<file path="src/rtl/pyc_sync_filter.sv">
// Per-channel synchronizer, deglitch filter and registered edge pulses; level/rise/fall lag `in` by STAGES+FILTER edges.
// No backpressure: every channel is sampled on every clk edge, and no output has a combinational path from `in`.
module pyc_sync_filter #(
  parameter int                  CHANNELS  = 4,
  parameter int                  STAGES    = 2,
  parameter int                  FILTER    = 1,
  parameter logic [CHANNELS-1:0] RESET_VAL = '0
) (
  input  logic                clk,
  input  logic                rst_n,
  input  logic [CHANNELS-1:0] in,
  output logic [CHANNELS-1:0] level,
  output logic [CHANNELS-1:0] rise,
  output logic [CHANNELS-1:0] fall,
  output logic                any_edge
);

  localparam int CW = (FILTER > 1) ? $clog2(FILTER) : 1;
  localparam logic [CW-1:0] CNT_LAST = CW'(FILTER - 1);

`ifdef PYC_TARGET_FPGA
  (* async_reg = "true" *) logic [STAGES-1:0] sync_q [CHANNELS];
`else
  logic [STAGES-1:0] sync_q [CHANNELS];
`endif

  logic [CW-1:0]       cnt_q   [CHANNELS];
  logic [CW-1:0]       cnt_nxt [CHANNELS];
  logic [CHANNELS-1:0] sync;
  logic [CHANNELS-1:0] accept;

  always_ff @(posedge clk or negedge rst_n) begin
    if (!rst_n) begin
      for (int c = 0; c < CHANNELS; c++) begin
        sync_q[c] <= {STAGES{RESET_VAL[c]}};
      end
    end else begin
      for (int c = 0; c < CHANNELS; c++) begin
        sync_q[c][0] <= in[c];
        for (int i = 1; i < STAGES; i++) begin
          sync_q[c][i] <= sync_q[c][i-1];
        end
      end
    end
  end

  // Any cycle where sync agrees with level throws away a partially counted change.
  always_comb begin
    sync   = '0;
    accept = '0;
    for (int c = 0; c < CHANNELS; c++) begin
      cnt_nxt[c] = '0;
      sync[c]    = sync_q[c][STAGES-1];
      if (sync[c] != level[c]) begin
        if (cnt_q[c] == CNT_LAST) begin
          accept[c] = 1'b1;
        end else begin
          cnt_nxt[c] = cnt_q[c] + CW'(1);
        end
      end
    end
  end

  always_ff @(posedge clk or negedge rst_n) begin
    if (!rst_n) begin
      level    <= RESET_VAL;
      rise     <= '0;
      fall     <= '0;
      any_edge <= 1'b0;
      for (int c = 0; c < CHANNELS; c++) begin
        cnt_q[c] <= '0;
      end
    end else begin
      level    <= level ^ accept;
      rise     <= accept & ~level;
      fall     <= accept & level;
      any_edge <= |accept;
      for (int c = 0; c < CHANNELS; c++) begin
        cnt_q[c] <= cnt_nxt[c];
      end
    end
  end

`ifndef SYNTHESIS
  initial begin
    if (CHANNELS < 1 || STAGES < 1 || FILTER < 1) begin
      $error("pyc_sync_filter: CHANNELS, STAGES and FILTER must all be >= 1");
      $finish;
    end
  end
`endif

endmodule

</file>
<file path="config.mk">
export PLATFORM = sky130hd
export DESIGN_NAME = pyc_sync_filter
export DESIGN_NICKNAME = d
export VERILOG_FILES = /design/src/rtl/pyc_sync_filter.sv
export SDC_FILE = /design/constraint.sdc
export NUM_CORES = 1
export LEC_CHECK = 0
export ABC_AREA = 1
export BUFFER_PORTS_ARGS = -buffer_cell sky130_fd_sc_hd__buf_4
export CAP_MARGIN = 0
export CORE_MARGIN = 4
export CORE_UTILIZATION = 30
export CTS_CLUSTER_DIAMETER = 80
export DETAILED_ROUTE_END_ITERATION = 6
export PLACE_DENSITY = 0.58
export SLEW_MARGIN = 20
export SYNTH_ARGS = -nofsm -noshare
export SYNTH_HDL_FRONTEND = slang
export SYNTH_SLANG_ARGS = --single-unit
</file>
<file path="constraint.sdc">
create_clock -name clk -period 3.2 [get_ports clk]
set_clock_uncertainty 0.1 [all_clocks]
set_input_delay 0 -clock clk [delete_from_list [all_inputs] [get_ports clk]]
set_output_delay 0 -clock clk [all_outputs]
set_load 0.005 [all_outputs]
</file>
==> reports/qor.csv <==
metric;value;unit
fin_crit;1.15;ns
power.combinational.fraction;32.8;%
crit_type;reg -> reg;
start_util;32.3;%
p_seq_share;50.5;%
internal-power;502;uW
io_buffer_count;18;
startpoint_type;flip-flop;
dp_hpwl;733;um
grt_max_degree;22;
clk_pin_slew;0.10;ns
firstDrtPassIters;2;
critical_path_peak_fanout;4;
p_per_area;736;mW/mm2
drive_gt1_share;24.7;%
cts_buffers;3;
ys.warnings.count;0;
worstSetupEndpointType;flip-flop;
gp_congestion;0.692;
fin_crit_sh;35.9;%
row_count;17;
core_area;0.00228;mm2
slew_violations;0;
max_freq;871;MHz
synthArstFlopShare;100;%
hold_viol;0;
tightest_slew;0.255;ns
yosysMostFrequentCell;dfrtp_1;
ys_seq_area_share;71.6;%
ant_nets;0;
synth_nets;72;
synth_top_flop_cell;dfrtp_1;
relSlewSlack;83.0;%
track_usage;7.87;%
cpMaxStageDelayCell;dfrtp_1;
syn_area;734;um2
n_antenna_cell;0;
p_leak;0.558;nW
rsz0062_at_grt;no;
drv_cap;0;
grt_pass1_wl;1.96;mm
tritoncts;done;
critPathTopFamily;flip-flops;
critPathBufInv;2;
swShare;30.4;%
arrival;1.23;ns
yosys-top-cells-area;dfrtp_1 72%, ha_1 14%, nand2_1 7.7%;
yosys.area.top_type_share;71.6;%
critPathRequiredTime;3.29;ns
cts_buffer_depth;2;
clock_power_share;16.7;%
die_h;57.5;um
fin_nets;100;
die_w;57.5;um
yosys.area.top_type;dfrtp_1;
p_switching;220;uW
synth_seq_cells;21;
clk_latency;0.29;ns
routedWlPerCell;9.42;um
status;completed;
worst_path_largest_cell_delay;0.41;ns
synth_edf_count;0;
root_buffer;clkbuf_4;
avgViaCountPerCell;3.81;
drt_iter0_markers;1;
vdd_drop_max;0.301;mV
antenna_found_initial;0;
ios;19;
grt_pass1_vias;462;
synth.avg_cell_area;12.7;um2
syn_inst;58;
hold_path.class;in -> async;
routed_wl;1.06;mm
area_growth;33.6;%
htreeDepth;1;
synth_cell_types;4;
post-route-util;43.1;%
clkSinkCount;21;
ys_top_cells_by_count;21 x dfrtp_1, 15 x nand2_1, 14 x inv_1;
die-area;0.00330;mm2
grt_overflow;0;
route.detailed.drc;0;
path_cells;inv_1, ha_1, inv_1, nand2_1, nand2_1;
via_count;430;
finalSetupTns;0;ns
setup_viol;0;
==> what timing repair did <==
item                      CTS  global route
hold endpoints to repair   25             0
resized for setup           0             0
hold buffers                5             0
buffers inserted            0             0
==> flip-flops by register name, indices dropped and copies added (netlist names) <==
register,flops
fall,4
level,4
rise,4
sync,4
sync_q,4
any_edge,1
==> worst register-to-register path: stages (launching register included) <==
cell and delay (ns):
dfrtp_1 0.41, inv_1 0.07, ha_1 0.31, inv_1 0.04, nand2_1 0.05, nand2_1 0.06
==> worst paths after layout <==
path	start	endpoint	slack (ns)	cells past startpoint
worst max-delay path	level[3]	level[3]	2.05	5
worst min-delay path	rst_n	sync[3]	0.001	2
worst max register to register	level[3]	level[3]	2.05	5
worst min register to register	sync_q[6]	sync[0]	0.26	0
max in group asynchronous	rst_n	fall[3]	2.79	2
min in group clk	in[1]	sync_q[4]	0.25	2
==> per-stage QoR <==
step / area (um2) / setup slack (ns) / hold slack [ns] / power (mW) / instances
after CTS: 981 / 2.04 / 0.00145 / 0.740 / 113
final: 981 / 2.05 / 0.00142 / 0.722 / 113
after global placement: 905 / 2.09 / -0.205 / 0.599 / 104
after global routing: 981 / 1.94 / 0.0182 / 0.788 / 113
after detailed placement: 905 / 2.07 / -0.204 / 0.608 / 104
after floorplan: 734 / 2.12 / -0.396 / 0.481 / 58
==> kinds of logic (layout without fill, tap and decap cells) <==
group                    count (synthesis)  after routing  synth area share [%]
AND/OR/NAND/NOR                         15             15                  7.67
buffers and inverters                   14             41                  7.15
flip-flops                              21             21                  71.5
adder cells (fa/ha/maj)                  8              8                  13.6
==> layer usage <==
layer  routed length (um)  track usage [%]  up-vias
li1                     -                -      220
met1                  469             9.60      196
met2                  510             11.9       14
met3                   84             2.49        0
met4                    0             4.97        0
met5                    0                0        -
==> power by group through the flow <==
stage	Sequential, mW	Clock [mW]	Combinational [mW]
floorplan	0.374	0	0.107
global placement	0.369	0	0.229
detailed placement	0.372	0	0.237
CTS	0.366	0.129	0.245
global route	0.375	0.134	0.279
finish	0.365	0.121	0.237
==> cells in the final DEF (no fill, tap or decap) <==
cell type and instances:
buf_4 18, clkbuf_1 1, clkbuf_4 3, dfrtp_1 21, dlygate4sd3_1 5, ha_1 8, inv_1 14, nand2_1 15
==> final cells by class <==
| class | instances | area [um2] |
|---|---|---|
| inverter | 14 | 52.6 |
| multi-input combinational | 23 | 156 |
| tap | 28 | 35.0 |
| clock buffer | 4 | 26.3 |
| timing repair buffer | 23 | 185 |
| sequential | 21 | 526 |
| fill | 216 | 1290 |
Power figures use the tool's default switching activity.
